**config.mk**
```make
export PLATFORM = sky130hd
export DESIGN_NAME = fifo_mc_flat
export DESIGN_NICKNAME = d
export VERILOG_FILES = /design/src/rtl/fifo_mc_if.sv /design/src/rtl/fifo_mc.sv /design/src/flat_wrapper.sv
export SDC_FILE = /design/constraint.sdc
export NUM_CORES = 1
export LEC_CHECK = 0
export ABC_AREA = 1
export CAP_MARGIN = 30
export CELL_PAD_IN_SITES_DETAIL_PLACEMENT = 1
export CELL_PAD_IN_SITES_GLOBAL_PLACEMENT = 1
export CORE_MARGIN = 10
export CORE_UTILIZATION = 45
export CTS_CLUSTER_SIZE = 8
export DETAILED_ROUTE_END_ITERATION = 12
export PLACE_DENSITY_LB_ADDON = 0.1
export SLEW_MARGIN = 20
export SYNTH_ARGS = -nofsm -noshare
export SYNTH_HDL_FRONTEND = slang
export SYNTH_SLANG_ARGS = --single-unit
```
**constraint.sdc**
```tcl
create_clock -name clk -period 4.1 [get_ports clk]
set_clock_uncertainty 0.2 [all_clocks]
set_input_delay 0.615 -clock clk [delete_from_list [all_inputs] [get_ports clk]]
set_output_delay 0.615 -clock clk [all_outputs]
set_load 0.05 [all_outputs]
```
**src/rtl/fifo_mc_if.sv**
```systemverilog
// Handshake and status bundle between a sample producer/consumer and fifo_mc.
// The master drives the requests. The slave (the FIFO) returns data, flags and occupancy.
interface fifo_mc_if #(
    parameter int DWIDTH = 24,
    parameter int NCH    = 2,
    parameter int AW     = 2
);
    logic                    flush;
    logic                    wr;
    logic                    rd;
    logic                    err_clr;
    logic [NCH*DWIDTH-1:0]   wdata;
    logic [NCH*DWIDTH-1:0]   rdata;
    logic                    empty;
    logic                    full;
    logic                    almost_empty;
    logic                    almost_full;
    logic [AW:0]             count;
    logic                    overflow;
    logic                    underflow;

    modport master (
        output flush, wr, rd, err_clr, wdata,
        input  rdata, empty, full, almost_empty, almost_full, count, overflow, underflow
    );

    modport slave (
        input  flush, wr, rd, err_clr, wdata,
        output rdata, empty, full, almost_empty, almost_full, count, overflow, underflow
    );
endinterface

```
**src/rtl/fifo_mc.sv**
```systemverilog
// Multi-channel show-ahead sample FIFO. All lanes share one pointer pair.
// Status flags are registered from the next occupancy, so they never depend on pointer equality.
module fifo_mc #(
    parameter int DWIDTH = 24,
    parameter int NCH    = 2,
    parameter int AW     = 2,
    parameter int AF_LVL = 3,
    parameter int AE_LVL = 1
) (
    input  logic       clk,
    input  logic       rst_n,
    fifo_mc_if.slave   bus
);
    localparam int          DEPTH = 1 << AW;
    localparam int          W     = NCH * DWIDTH;
    localparam logic [AW:0] DEPTH_V = (AW+1)'(DEPTH);
    localparam logic [AW:0] AF_V    = (AW+1)'(AF_LVL);
    localparam logic [AW:0] AE_V    = (AW+1)'(AE_LVL);

    logic [W-1:0]  mem_r [DEPTH];
    logic [AW-1:0] wr_ptr_r;
    logic [AW-1:0] rd_ptr_r;
    logic [AW:0]   count_r;
    logic          empty_r;
    logic          full_r;
    logic          almost_empty_r;
    logic          almost_full_r;
    logic          overflow_r;
    logic          underflow_r;

    logic          rd_acc_s;
    logic          w_acc_s;
    logic [AW:0]   count_next_s;
    logic          ovf_set_s;
    logic          udf_set_s;

    // Accepted read/write and next occupancy; a full FIFO still takes a write when a pop frees a slot
    always_comb begin
        rd_acc_s = bus.rd & ~empty_r;
        w_acc_s  = bus.wr & (~full_r | rd_acc_s);
        if (bus.flush) begin
            count_next_s = {(AW+1){1'b0}};
        end else begin
            case ({w_acc_s, rd_acc_s})
                2'b10:   count_next_s = count_r + (AW+1)'(1'b1);
                2'b01:   count_next_s = count_r - (AW+1)'(1'b1);
                default: count_next_s = count_r;
            endcase
        end
        ovf_set_s = bus.wr & full_r & ~bus.rd & ~bus.flush;
        udf_set_s = bus.rd & empty_r & ~bus.flush;
    end

    // Sample storage; deliberately not reset
    always_ff @(posedge clk) begin
        if (w_acc_s && !bus.flush) begin
            mem_r[wr_ptr_r] <= bus.wdata;
        end
    end

    // Pointers, occupancy, flags and sticky errors (errors survive flush, err_clr wins over a set)
    always_ff @(posedge clk or negedge rst_n) begin
        if (!rst_n) begin
            wr_ptr_r       <= {AW{1'b0}};
            rd_ptr_r       <= {AW{1'b0}};
            count_r        <= {(AW+1){1'b0}};
            empty_r        <= 1'b1;
            full_r         <= 1'b0;
            almost_empty_r <= 1'b1;
            almost_full_r  <= 1'b0;
            overflow_r     <= 1'b0;
            underflow_r    <= 1'b0;
        end else begin
            if (bus.flush) begin
                wr_ptr_r <= {AW{1'b0}};
                rd_ptr_r <= {AW{1'b0}};
            end else begin
                if (w_acc_s) begin
                    wr_ptr_r <= wr_ptr_r + AW'(1'b1);
                end
                if (rd_acc_s) begin
                    rd_ptr_r <= rd_ptr_r + AW'(1'b1);
                end
            end
            count_r        <= count_next_s;
            empty_r        <= (count_next_s == {(AW+1){1'b0}});
            full_r         <= (count_next_s == DEPTH_V);
            almost_empty_r <= (count_next_s <= AE_V);
            almost_full_r  <= (count_next_s >= AF_V);
            if (bus.err_clr) begin
                overflow_r  <= 1'b0;
                underflow_r <= 1'b0;
            end else begin
                overflow_r  <= overflow_r | ovf_set_s;
                underflow_r <= underflow_r | udf_set_s;
            end
        end
    end

    assign bus.rdata        = mem_r[rd_ptr_r];
    assign bus.empty        = empty_r;
    assign bus.full         = full_r;
    assign bus.almost_empty = almost_empty_r;
    assign bus.almost_full  = almost_full_r;
    assign bus.count        = count_r;
    assign bus.overflow     = overflow_r;
    assign bus.underflow    = underflow_r;
endmodule
```
**src/flat_wrapper.sv**
```systemverilog
// flat-port wrapper written by rule: the top's interface ports become plain ports
module fifo_mc_flat 
#(
    parameter int DWIDTH = 24,
    parameter int NCH    = 2,
    parameter int AW     = 2,
    parameter int AF_LVL = 3,
    parameter int AE_LVL = 1
)
  (clk, rst_n, bus_flush, bus_wr, bus_rd, bus_err_clr, bus_wdata, bus_rdata, bus_empty, bus_full, bus_almost_empty, bus_almost_full, bus_count, bus_overflow, bus_underflow);
  fifo_mc_if #(.DWIDTH(DWIDTH), .NCH(NCH), .AW(AW)) bus_i ();
  input  logic clk;
  input  logic rst_n;
  input wire logic [$bits(bus_i.flush)-1:0] bus_flush;
  input wire logic [$bits(bus_i.wr)-1:0] bus_wr;
  input wire logic [$bits(bus_i.rd)-1:0] bus_rd;
  input wire logic [$bits(bus_i.err_clr)-1:0] bus_err_clr;
  input wire logic [$bits(bus_i.wdata)-1:0] bus_wdata;
  output wire logic [$bits(bus_i.rdata)-1:0] bus_rdata;
  output wire logic [$bits(bus_i.empty)-1:0] bus_empty;
  output wire logic [$bits(bus_i.full)-1:0] bus_full;
  output wire logic [$bits(bus_i.almost_empty)-1:0] bus_almost_empty;
  output wire logic [$bits(bus_i.almost_full)-1:0] bus_almost_full;
  output wire logic [$bits(bus_i.count)-1:0] bus_count;
  output wire logic [$bits(bus_i.overflow)-1:0] bus_overflow;
  output wire logic [$bits(bus_i.underflow)-1:0] bus_underflow;
  assign bus_i.flush = bus_flush;
  assign bus_i.wr = bus_wr;
  assign bus_i.rd = bus_rd;
  assign bus_i.err_clr = bus_err_clr;
  assign bus_i.wdata = bus_wdata;
  assign bus_rdata = bus_i.rdata;
  assign bus_empty = bus_i.empty;
  assign bus_full = bus_i.full;
  assign bus_almost_empty = bus_i.almost_empty;
  assign bus_almost_full = bus_i.almost_full;
  assign bus_count = bus_i.count;
  assign bus_overflow = bus_i.overflow;
  assign bus_underflow = bus_i.underflow;
  fifo_mc #(.DWIDTH(DWIDTH), .NCH(NCH), .AW(AW), .AF_LVL(AF_LVL), .AE_LVL(AE_LVL)) u_core (.clk(clk), .rst_n(rst_n), .bus(bus_i));
endmodule
```
# == After elaboration in Yosys (flattened, before gate mapping) ==
# Memory sizes are Yosys's and may differ from the RTL's.
# Cells that the tools add are included.
# totals
register_bits,13
mem_bits_rw,192
input_bits,54
output_inout_bits,57
wordCells,48
mem_count,1
# mem_list
name,words,width,read_ports,rd_clocked_by_memory_dff,wr,line,rtl
u_core.mem_r,4,48,1,0,1,fifo_mc.sv:20,logic [W-1:0] mem_r [DEPTH];
# classes
n_addsub,4
magnitude_cmp,2
n_eq_ne,3
muxes,10
n_bitwise,14
n_reduce_logical,5
# op_table
cell,count
$mux 2,4
$and 1x1->1,7
$pmux 3 s2,1
$add 2x1->2 const B,2
$mux 1,4
$not 1->1,4
$reduce_bool 2->1,2
$add 3x1->3 const B,1
$eq 3x3->1 const B,1
$ge 3x2->1 const B,1
$le 3x1->1 const B,1
$logic_not 3->1,1
$mux 3,1
$or 1x1->1,3
$sub 3x1->3 const B,1
$eq 2x1->1 const B,1
$eq 2x2->1 const B,1
$logic_and 1x1->1,1
$logic_not 1->1,1

# == Logic depth before layout (Yosys ltp) ==
# Gate-level depths: netlist of the first run.
# depth
depth_word,8
mapped_depth,13
depth_no_buf,13

# == Worst setup path after synthesis of the first run ==
# OpenSTA, ideal clock, no wires.
# synth_path
path_kind,input port to flip-flop
start,input bus_rd
end,memory u_core.mem_r[0][0] in the netlist's numbering (enable)
setup_time_ns,0.454
arrival_time_ns,3.077
required_ns,3.446
path_slack_ns,0.369
path_stages,6
cell_sequence,nand2_1 -> nand2_1 -> nand2_1 -> nor2_1 -> inv_1 -> nor2_1
# synth_between
elab_chain_len,6
# synth_rtl
item,line,rtl
start: declaration,flat_wrapper.sv:16,input wire logic [$bits(bus_i.rd)-1:0] bus_rd;
$and 1x1->1,fifo_mc.sv:39,rd_acc_s = bus.rd & ~empty_r;
$or 1x1->1,fifo_mc.sv:40,w_acc_s = bus.wr & (~full_r | rd_acc_s);
$and 1x1->1,fifo_mc.sv:40,
$logic_and 1x1->1,fifo_mc.sv:56,if (w_acc_s && !bus.flush) begin
$mux 1,fifo_mc.sv:56,
$mux 1 (implied by the code),fifo_mc.sv:57,mem_r[wr_ptr_r] <= bus.wdata;
end: declaration,fifo_mc.sv:20,
# Every way passes these cells.

# == Final worst setup path of the first run ==
# layout_path
start,register u_core.rd_ptr_r[0]
end,output bus_rdata[46]
# layout_between
elab_chain_len,1
# layout_rtl
item,line,rtl
start: declaration,fifo_mc.sv:22,logic [AW-1:0] rd_ptr_r;
start signal: assignment,fifo_mc.sv:65,rd_ptr_r <= {AW{1'b0}};
start signal: assignment,fifo_mc.sv:76,rd_ptr_r <= {AW{1'b0}};
start signal: assignment,fifo_mc.sv:82,rd_ptr_r <= rd_ptr_r + AW'(1'b1);
$mem_v2 4x48,n/a,
end: declaration,flat_wrapper.sv:19,output wire logic [$bits(bus_i.rdata)-1:0] bus_rdata;
# Every way passes these cells.

==> impl_metrics.toml, run 1 <==
[outcome]
status = "completed"

[floorplanning]
die_x_um = 152
dieArea_sq_um = 23200
rows = 48
ios = 111
core_area_sq_um = 17200
dieHeight_um = 152
initial_utilization = 0.457

[synthesis]
syn-num-nets = 607
synth_edf_count = 192
synth-main-ff-cell = "edfxtp_1"
yosys_warnings = 0
synth_area_leaders = "edfxtp_1 (73%), o21ai_0 (6.1%), nor2_1 (4.6%)"
synth_cell_types = 24
synth_top_cell_by_area = "edfxtp_1"
synth-seq-cells = 205
synthDominantCellAreaShare = 0.732
ys_seq_area_frac = 0.774
async_flop_share = 0.0634
netlist_area_sq_um = 7880
syn_area_per_cell_sq_um = 14.4
postSynthCellCount = 547

[route]
firstDrtPassIters = 4
antenna_left = 0
wire_per_inst_um = 21.2
drcViolationCount = 0
via_count = 4853
dr.first_iter.drc_count = 249
viasPerCell = 5.39
routed_wl_mm = 19.1

[cts]
clk_pin_slew_worst_paths_ns = 0.05
clk_path_buf_depth = 3
cts-htree-levels = 1
cts_made_buffers = 29
cts_resized = 0
clock_sinks = 205
cts_tree = "built"
clk_latency_ns = 0.52
post-cts-setup-buffers = 0
hold_buffers = 0
root_buffer = "clkbuf_16"

[global_routing]
grt_use_total = 0.157
grt_pass1_wl_mm = 29.7
grt_pass1_vias = 5379
grt-ovfl-total = 0
grt_start_max_net_pins = 98
antenna_found_initial = 0

[critical_path]
rr_worst_depth = 8
critPathLaunch = "u_core.rd_ptr_r[0]$_DFFE_PN0P_"
crit_path_end_kind = "primary output"
crit_cells = 4
rr_endpoint = "u_core.mem_r[3][22]$_DFFE_PP_"
path_cells = "buf_4 > o21ai_0 > o22ai_1 > buf_4"
crit_top_cell = "buf_4"
crit_path_max_incr_delay_ns = 0.66
worstPathRequired_ns = 3.28
cp.arrival_ns = 2.64
r2r_start = "u_core.bus.empty$_DFF_PN1_"
r2r_setup_slack_ns = 1.65
cp_top_family = "buffers and inverters"
worst-path-buf-inv = 2
path_class = "flip-flop to primary output"
cp_max_fo = 74
setup.worst_path.start_class = "flip-flop"
cpMaxStageDelayCell = "buf_4"

[sta]
setup_viol = 0
worst_hold_slack_ns = 0.277
setup_tns_ns = 0
post-route-period-util = 0.842
tightest_slew_ns = 0.772
fin_crit_ns = 3.45
clock.fmax_mhz = 290
rsz0062_at_grt = "no"
maxSlewHeadroom = 0.486
finalHoldViolations = 0
drv_slew = 0

[pwr]
p_leak_nw = 3.44
powerDensity_nw_per_um2 = 620
vdd_drop_max_mv = 0.409

[job]
maxCapViolCount = 0

[placed_design]
portBuffers = 110
gp_congestion = 0.715
dpl.hpwl_mm = 10.9
placed_area_sq_um = 9060

[final_layout]
drive_gt1_frac = 0.170
final_cell_mix = "edfxtp_1 (192), o21ai_0 (96), nor2_1 (92), clkdlybuf4s50_1 (62), buf_4 (54)"
fillers = 1633
layout.cells.most_common = "edfxtp_1"
num-nets-final = 725
area_growth_syn_to_layout_pct = 24.8
num_antenna_cells = 0
final_area_sq_um = 9830

[worst_hold_path]
hold_class = "input port to async pin"
## cell families (layout without fill, tap and decap cells)
kind of cell    after synthesis  after routing  share of synthesized area
simple gates                128            128                     0.0653
fa+ha+maj                     6              6                     0.0105
compound gates              152            152                      0.112
buf+inv                      56            184                     0.0381
flops                       205            205                      0.774
## stage by stage
step	total power (W)	util	std cells	setup WS, ns
detailed placement	0.00409	0.525	859	0.904
floorplan	0.00359	-	547	0.369
finish	0.00609	0.570	900	0.649
CTS	0.00617	0.570	900	0.587
global placement	0.00405	0.525	859	0.983
global route	0.00635	0.570	900	0.469
## how the worst max path moves through the flow
stage                     slack, ns                             to
final                          0.65                  bus_rdata[46]
after global routing           0.47                  bus_rdata[46]
after CTS                      0.59                  bus_rdata[46]
after detailed placement       0.90  u_core.mem_r[3][20]$_DFFE_PP_
after global placement         0.98  u_core.mem_r[3][10]$_DFFE_PP_
after floorplan                0.37   u_core.mem_r[0][0]$_DFFE_PP_
## area by class of cell
type | count | area, sq um | share of cell area
inverters | 25 | 98.8 | 0.0101
clock buffers | 40 | 767 | 0.0780
flip-flops and latches | 205 | 6100 | 0.620
well taps | 225 | 282 | 0.0286
clock inverters | 1 | 5.00 | 0.000509
repair buffers | 118 | 1070 | 0.108
multi-input cells | 286 | 1510 | 0.154
## synthesized netlist by cell type, drive strengths merged, types with 2 or more instances
library cell / count
nor2: 106
edfxtp: 192
ha: 5
inv: 25
o22ai: 48
buf: 20
nand4: 2
dfstp: 2
clkbuf: 11
nand3: 3
nand2: 17
o21ai: 100
dfrtp: 11
a21oi: 3
## flip-flops by register name, indices dropped and copies added (netlist names)
signal	flops
u_core.bus.almost_full	1
u_core.mem_r	192
u_core.rd_ptr_r	2
u_core.wr_ptr_r	2
u_core.bus.almost_empty	1
u_core.bus.full	1
u_core.bus.count	3
u_core.bus.empty	1
u_core.bus.overflow	1
u_core.bus.underflow	1
## worst register-to-register path, stage by stage (launching register included)
cell	delay (ns)
dfstp_2	0.37
inv_1	0.05
nand2_1	0.07
nand2_1	0.08
nand2_1	0.09
nor2_1	0.19
inv_1	0.21
nor2_4	0.55
buf_12	0.30
## per-layer routing
metal  share of wire  track usage  up-vias
met4           0.017       0.0472        0
met3           0.045       0.0353       28
met5               0            0        -
met1            0.43        0.189     2461
met2            0.51        0.274      111
li1                -            -     2253
## power breakdown
| group | total [W] | internal [W] | switching (W) |
|---|---|---|---|
| clock network | 0.00206 | 0.00127 | 0.000793 |
| logic | 0.00156 | 0.000430 | 0.00113 |
| registers | 0.00248 | 0.00242 | 0.0000587 |
| total | 0.00609 | 0.00411 | 0.00198 |
(Power assumes the default switching activity.)
==> run 2, diff against run 1 <==
CORE_UTILIZATION = 40   (was 45)
clock period = 2.94 ns   (was 4.1 ns; I/O delays follow)
==> impl_metrics.toml, run 2 (synthesis gave the netlist of run 1 again) <==
[route]
dr.first_iter.drc_count = 210
antenna_left = 0
via_count = 4829
viasPerCell = 5.05
wire_per_inst_um = 20.1
firstDrtPassIters = 4
drcViolationCount = 0
routed_wl_mm = 19.2

[final_layout]
layout.cells.most_common = "edfxtp_1"
num_antenna_cells = 0
final_cells = 957
area_growth_syn_to_layout_pct = 27.6
num-nets-final = 730
final_area_sq_um = 10000
final_cell_mix = "edfxtp_1 (192), o21ai_0 (96), nor2_1 (92), clkdlybuf4s50_1 (62), buf_4 (52)"
largest_register_ffs = 192
drive_gt1_frac = 0.175
largest_register = "u_core.mem_r"

[critical_path]
cp.arrival_ns = 2.17
cp_max_fo = 48
crit_path_end_kind = "primary output"
worstPathRequired_ns = 2.30
path_class = "flip-flop to primary output"
setup.worst_path.start_class = "flip-flop"

[pwr]
seq_power_share = 0.397
total_power_w = 0.00865
sw_frac_of_total = 0.325
combPwrFrac = 0.259
intPower_w = 0.00584
powerDensity_nw_per_um2 = 861
switchingPower_w = 0.00281
p_leak_nw = 3.50
clockPowerShare = 0.345
vdd_drop_max_mv = 0.500

[placed_design]
preCtsSetupSlack_ns = 0.284
placed_area_sq_um = 9220
place_inst = 904
dpl.hpwl_mm = 11.7
gp_congestion = 0.721
portBuffers = 110

[global_routing]
grt-ovfl-total = 0
grt_use_total = 0.145
antenna_found_initial = 0
grt_pass1_vias = 5418
grt_pass1_wl_mm = 30.1
grt_start_max_net_pins = 61

[cts]
clk_path_buf_depth = 3
root_buffer = "clkbuf_16"
hold_buffers = 0
cts_tree = "built"
post-cts-setup-buffers = 0
cts-htree-levels = 1
clk_latency_ns = 0.51
clock_sinks = 205
clk_pin_slew_worst_paths_ns = 0.05
cts_made_buffers = 29

[sta]
tightest_slew_ns = 0.657
rsz0062_at_grt = "yes"
finalHoldViolations = 0
clock.fmax_mhz = 356
maxSlewHeadroom = 0.561
fin_crit_ns = 2.81
drv_slew = 0
setup_viol = 0
post-route-period-util = 0.957
worst_slack_ns = 0.127

[floorplanning]
rows = 51
dieArea_sq_um = 25700
initial_utilization = 0.406
ios = 111
core_area_sq_um = 19400
die_x_um = 160
dieHeight_um = 160

[job]
maxCapViolCount = 0

[outcome]
status = "completed"

[worst_hold_path]
hold_class = "input port to async pin"
[run 2: cell count changes in the layout (fill, tap and decap cells not counted), sizes merged]
| cell | before | now |
|---|---|---|
| buf | 56 | 61 |
| inv | 24 | 25 |
| clkbuf | 40 | 51 |
[run 2: per-layer routing]
layer	vias up	global-route usage	wire length (um)
met4	0	0.0351	312
met3	33	0.0355	910
met5	-	0	0
met2	103	0.246	9430
met1	2414	0.182	8560
li1	2279	-	-
[run 2: worst paths after layout]
kind | startpoint | to | slack, ns | depth (start not counted)
max | u_core.rd_ptr_r[1]$_DFFE_PN0P_ | bus_rdata[45] | 0.13 | 4
min | rst_n | u_core.bus.overflow$_DFF_PN0_ | 0.13 | 1
max reg2reg | u_core.bus.empty$_DFF_PN1_ | u_core.bus.empty$_DFF_PN1_ | 0.72 | 13
min reg2reg | u_core.bus.overflow$_DFF_PN0_ | u_core.bus.overflow$_DFF_PN0_ | 0.32 | 2
max in group asynchronous | rst_n | u_core.rd_ptr_r[0]$_DFFE_PN0P_ | 1.92 | 1
min in group clk | bus_err_clr | u_core.bus.overflow$_DFF_PN0_ | 0.29 | 2
[run 2: layout make-up]
| cell class | instances | area, sq um |
|---|---|---|
| sequential | 205 | 6100 |
| fill | 1946 | 9350 |
| inverter | 25 | 101 |
| clock inverter | 2 | 13.8 |
| multi-input combinational | 286 | 1510 |
| clock buffer | 51 | 808 |
| timing repair buffer | 123 | 1180 |
| tap | 265 | 332 |
[run 2: critical path, cell delays in order (launching register included)]
cell	delay, ns
dfrtp_2	0.37
buf_4	0.47
o21ai_0	0.22
o22ai_1	0.32
buf_4	0.26
[run 2: what timing repair did]
action	in CTS	in global routing
endpoints found under the setup margin	3	9
pin swaps	0	0
resized for setup	1	1
[run 2: power by group through the flow]
stage	Combinational [W]	Clock, W	Sequential (W)
after floorplan	0.00140	0	0.00361
after global placement	0.00224	0	0.00348
after detailed placement	0.00227	0	0.00349
after CTS	0.00228	0.00305	0.00343
after global routing	0.00240	0.00318	0.00345
final	0.00224	0.00298	0.00343
[run 2: per-stage QoR]
step	hold WS [ns]	TNS (ns)	utilization
2_1_floorplan	-0.0546	-142.60	-
3_3_place_gp	0.293	0	0.475
3_5_place_dp	0.317	0	0.475
4_1_cts	0.122	0	0.518
5_1_grt	0.145	-0.0000269	0.518
6_report	0.132	0	0.518
==> run 3, diff against run 2 <==
CORE_UTILIZATION = 48   (was 40)
SLEW_MARGIN = 5   (was 20)
clock period = 3.6 ns   (was 2.94 ns; I/O delays follow)
==> impl_metrics.toml, run 3 (synthesis gave the netlist of run 1 again) <==
[outcome]
status = "completed"

[sta]
worst_hold_slack_ns = 0.187
setup_viol = 0
post-route-period-util = 0.940
setup_tns_ns = 0
finalHoldViolations = 0
rsz0062_at_grt = "no"
tightest_slew_ns = 0.743
drv_slew = 0
fin_crit_ns = 3.38
maxSlewHeadroom = 0.505
clock.fmax_mhz = 296

[final_layout]
drive_gt1_frac = 0.175
area_growth_syn_to_layout_pct = 24.9
num_antenna_cells = 0
layout.cells.most_common = "edfxtp_1"
fin_util = 0.615
largest_register = "u_core.mem_r"
largest_register_ffs = 192
num-nets-final = 728
fillers = 1569
final_cell_mix = "edfxtp_1 (192), o21ai_0 (96), nor2_1 (92), clkdlybuf4s50_1 (62), buf_4 (58)"
final_cells = 896

[floorplanning]
die_x_um = 148
core_area_sq_um = 16000
ios = 111
dieHeight_um = 148
dieArea_sq_um = 21900
rows = 46
initial_utilization = 0.492

[global_routing]
grt_start_max_net_pins = 98
grt-ovfl-total = 0
grt_use_total = 0.173
antenna_found_initial = 0
grt_pass1_vias = 5423
grt_pass1_wl_mm = 30.1

[cts]
cts_made_buffers = 29
clk_pin_slew_worst_paths_ns = 0.05
clk_path_buf_depth = 3
cts_resized = 0
root_buffer = "clkbuf_16"
cts-htree-levels = 1
cts_tree = "built"
clock_sinks = 205
post-cts-setup-buffers = 0
hold_buffers = 0
clk_latency_ns = 0.53

[pwr]
vdd_drop_max_mv = 0.428
p_leak_nw = 3.46
combPwrFrac = 0.254
powerDensity_nw_per_um2 = 708
total_power_w = 0.00697
seq_power_share = 0.406
sw_frac_of_total = 0.325
intPower_w = 0.00470
clockPowerShare = 0.340
switchingPower_w = 0.00227

[critical_path]
setup.worst_path.start_class = "flip-flop"
worstPathRequired_ns = 2.86
rr_worst_depth = 13
crit_path_max_incr_delay_ns = 0.65
crit_cells = 4
path_class = "flip-flop to primary output"
r2r_setup_slack_ns = 1.34
cp.arrival_ns = 2.64
path_cells = "inv_6 > o21ai_0 > o22ai_1 > buf_4"
crit_path_end_kind = "primary output"
cp_top_family = "buffers and inverters"
cpMaxStageDelayCell = "dfrtp_4"
worst-path-buf-inv = 2
cp_max_fo = 97

[route]
drcViolationCount = 0
routed_wl_mm = 19.2
dr.first_iter.drc_count = 273
wire_per_inst_um = 21.5
firstDrtPassIters = 4
via_count = 4876
antenna_left = 0
viasPerCell = 5.44

[placed_design]
portBuffers = 110
dpl.hpwl_mm = 11.0
place_inst = 853
gp_congestion = 0.716

[job]
maxCapViolCount = 0

[worst_hold_path]
hold_class = "input port to async pin"
[run 3: area by class of cell]
class                           count  area, sq um  area share
Sequential cell                   205         6100       0.620
Inverter                           25         98.8      0.0100
Timing Repair Buffer              121         1080       0.109
Clock buffer                       41          771      0.0783
Tap cell                          216          270      0.0275
Multi-Input combinational cell    286         1510       0.154
Clock inverter                      2         13.8     0.00140
[run 3: worst paths after layout]
check                                          startpoint                             end
setup / recovery           u_core.rd_ptr_r[0]$_DFFE_PN0P_                   bus_rdata[24]
hold / removal                                      rst_n   u_core.bus.overflow$_DFF_PN0_
setup reg to reg               u_core.bus.empty$_DFF_PN1_      u_core.bus.empty$_DFF_PN1_
hold reg to reg             u_core.bus.overflow$_DFF_PN0_   u_core.bus.overflow$_DFF_PN0_
max in group asynchronous                           rst_n  u_core.rd_ptr_r[0]$_DFFE_PN0P_
min in group clk            u_core.bus.overflow$_DFF_PN0_   u_core.bus.overflow$_DFF_PN0_
[run 3: power by group through the flow]
stage,sequential [W],combinational (W),clock (W)
5_1_grt,0.00284,0.00190,0.00253
2_1_floorplan,0.00295,0.00114,0
6_report,0.00283,0.00177,0.00237
3_3_place_gp,0.00287,0.00175,0
3_5_place_dp,0.00287,0.00179,0
4_1_cts,0.00283,0.00180,0.00242
[run 3: stage by stage]
step / instance area [sq um] / setup WS, ns
global route: 9840 / 0.0251
CTS: 9840 / 0.142
global placement: 9050 / 0.750
finish: 9840 / 0.216
floorplan: 7880 / -0.0827
detailed placement: 9050 / 0.687
[run 3: metal layers]
metal | vias to the layer above | routed length [um] | track usage
li1 | 2251 | - | -
met1 | 2480 | 8140 | 0.209
met2 | 114 | 9740 | 0.303
met3 | 31 | 1060 | 0.0431
met4 | 0 | 300 | 0.0441
met5 | - | 0 | 0
==> variant: new RTL, settings of run 3 <==
`DWIDTH` is set to 24 in 3 places; all go to 12.
--- a/src/rtl/fifo_mc_if.sv
+++ b/src/rtl/fifo_mc_if.sv
@@ -3,3 +3,3 @@
 interface fifo_mc_if #(
-    parameter int DWIDTH = 24,
+    parameter int DWIDTH = 12,
     parameter int NCH    = 2,
--- a/src/rtl/fifo_mc.sv
+++ b/src/rtl/fifo_mc.sv
@@ -3,3 +3,3 @@
 module fifo_mc #(
-    parameter int DWIDTH = 24,
+    parameter int DWIDTH = 12,
     parameter int NCH    = 2,
--- a/src/flat_wrapper.sv
+++ b/src/flat_wrapper.sv
@@ -3,3 +3,3 @@
 #(
-    parameter int DWIDTH = 24,
+    parameter int DWIDTH = 12,
     parameter int NCH    = 2,
Interface: changed (resized bus_rdata and bus_wdata); port bits go from 111 to 63. The function was not compared with the original's and may differ.
==> variant against run 3 <==
- maximum frequency is 21% higher
- total power down 52%
- routed wire length shrank 51%
- sequential cell count decreased by 96
- worst setup slack better by 0.58 ns
- synthesized area shrank 46%
- combinational power fell by 40%
- design area decreased by 47%
- register-to-register slack got worse by 0.06 ns
==> variant: results (changes against run 3) <==
* Number of nets in the layout at 418 (-43%)
* Placed Instances at 479 (-44%)
* CP Max Fanout at 25 (-74%)
* Final-layout clock buffer total at 9 (-78%)
* Largest stage delay on the critical path at 0.42 ns (-0.23 ns)
* Via count of the first global-routing pass at 2928 (-46%)
* Synth area leaders: edfxtp_1 67%, dfrtp_1 6.4%, nor2_1 4.3%
* Outcome: completed
* Fraction of synthesis flops using an asynchronous set or reset pin at 11.9% (+5.6 points)
* Post-DP HPWL at 6.18 mm (-44%)
* Last weighted congestion value of the routability-driven placer at 0.731 (+2.2%)
* Clock-cell share of area at 3.91% (-4.1 points)
* Layout cell share with drive strength beyond 1 at 19.9% (+2.4 points)
* Buffer share of cell area at 12.8% (+1.8 points)
* Reg clk slew, reported paths at 0.10 ns (+0.05 ns)
* Total detailed-routing wirelength at 9.36 mm (-51%)
* Fraction of standard cell area in multi-input logic at 17.4% (+2.0 points)
* Most common library cells after synthesis: 96 x edfxtp_1, 49 x nor2_1, 30 x o21ai_1, 22 x o21ai_0, 21 x inv_1
* Count of plain and timing-repair buffers in the layout at 71 (-41%)
* Multi-input combinational gate total at 166 (-42%)
* Number of synthesized flops with an enable pin at 96 (-50%)
* Clock latency reported for the late side of the worst-skew pair at 0.36 ns (-0.17 ns)
* Number of vias in the routed layout at 2663 (-45%)
* Via-per-instance ratio at 5.38 (-1.1%)
* Maximum count of clock buffers along a single path at 2 (-1)
* Sequential cell area in the final layout at 3210 µm² (-47%)
* Number of sequential cells in the layout at 109 (-47%)
* Largest net degree at the start of global routing at 50 (-49%)
* Post-synthesis cell type count at 21 (-13%)
* Detailed Route Iter0 Violations at 111 (-59%)
variant: changes by cell type in the layout (fill, tap and decap cells not counted), moves of 3 or more:
cell             change
buf_4               -28
clkbuf_1            -12
clkbuf_16           -29
clkbuf_8             +9
clkdlybuf4s50_1     -24
edfxtp_1            -96
inv_2                +4
nor2_1              -47
nor2_2               +3
nor2_4               -4
o21ai_0             -74
o21ai_1             +26
o22ai_1             -22
variant: power groups by stage:
stage                     registers [W]  clock network, W  logic [W]
after floorplan                 0.00164                 0   0.000631
after global placement          0.00153                 0    0.00106
after detailed placement        0.00153                 0    0.00108
after CTS                       0.00150          0.000777    0.00109
after global routing            0.00151          0.000841    0.00115
final                           0.00150          0.000764    0.00107
variant: metrics by stage:
step / hold WS, ns / power, W / utilization, % / cell area, µm² / setup slack (ns)
floorplan: 0.0444 / 0.00227 / - / 4290 / 0.995
global placement: 0.291 / 0.00259 / 57.5 / 5010 / 0.850
detailed placement: 0.319 / 0.00262 / 57.5 / 5010 / 0.744
CTS: 0.333 / 0.00337 / 59.8 / 5220 / 0.771
global route: 0.384 / 0.00351 / 59.8 / 5220 / 0.662
finish: 0.329 / 0.00333 / 59.8 / 5220 / 0.794
variant: layer usage:
metal,vias to the layer above,global-route usage (%),wire length [µm]
met5,-,0,0
met4,0,5.68,116
met3,9,3.62,431
met2,53,26.0,4990
met1,1337,17.0,3820
li1,1264,-,-
variant: cells by family (layout without fill, tap and decap cells):
| group | Yosys count | after routing | share of synthesized area (%) |
|---|---|---|---|
| AND/OR/NAND/NOR | 80 | 80 | 7.73 |
| flip-flops | 109 | 109 | 74.9 |
| AO/OA/AOI/OAI | 80 | 80 | 11.2 |
| buffers and inverters | 39 | 112 | 4.23 |
| adder cells (fa/ha/maj) | 6 | 6 | 1.93 |
variant: worst paths after layout:
| kind | slack (ns) | startpoint | to | cells past startpoint |
|---|---|---|---|---|
| worst max-delay path | 0.79 | u_core.rd_ptr_r[0]$_DFFE_PN0P_ | bus_rdata[8] | 5 |
| worst max register to register | 1.28 | u_core.bus.empty$_DFF_PN1_ | u_core.bus.empty$_DFF_PN1_ | 13 |
| min in group asynchronous | 0.35 | rst_n | u_core.bus.overflow$_DFF_PN0_ | 1 |
| worst min-delay path | 0.33 | u_core.bus.overflow$_DFF_PN0_ | u_core.bus.overflow$_DFF_PN0_ | 2 |
| max in group asynchronous | 2.42 | rst_n | u_core.rd_ptr_r[0]$_DFFE_PN0P_ | 1 |
| worst min register to register | 0.33 | u_core.bus.overflow$_DFF_PN0_ | u_core.bus.overflow$_DFF_PN0_ | 2 |
variant: tightest hold or removal path, delay by kind of cell (launching register included):
family	cells	cell delay, ns
compound gates	1	0.06
buf+inv	1	0.06
flops	1	0.39
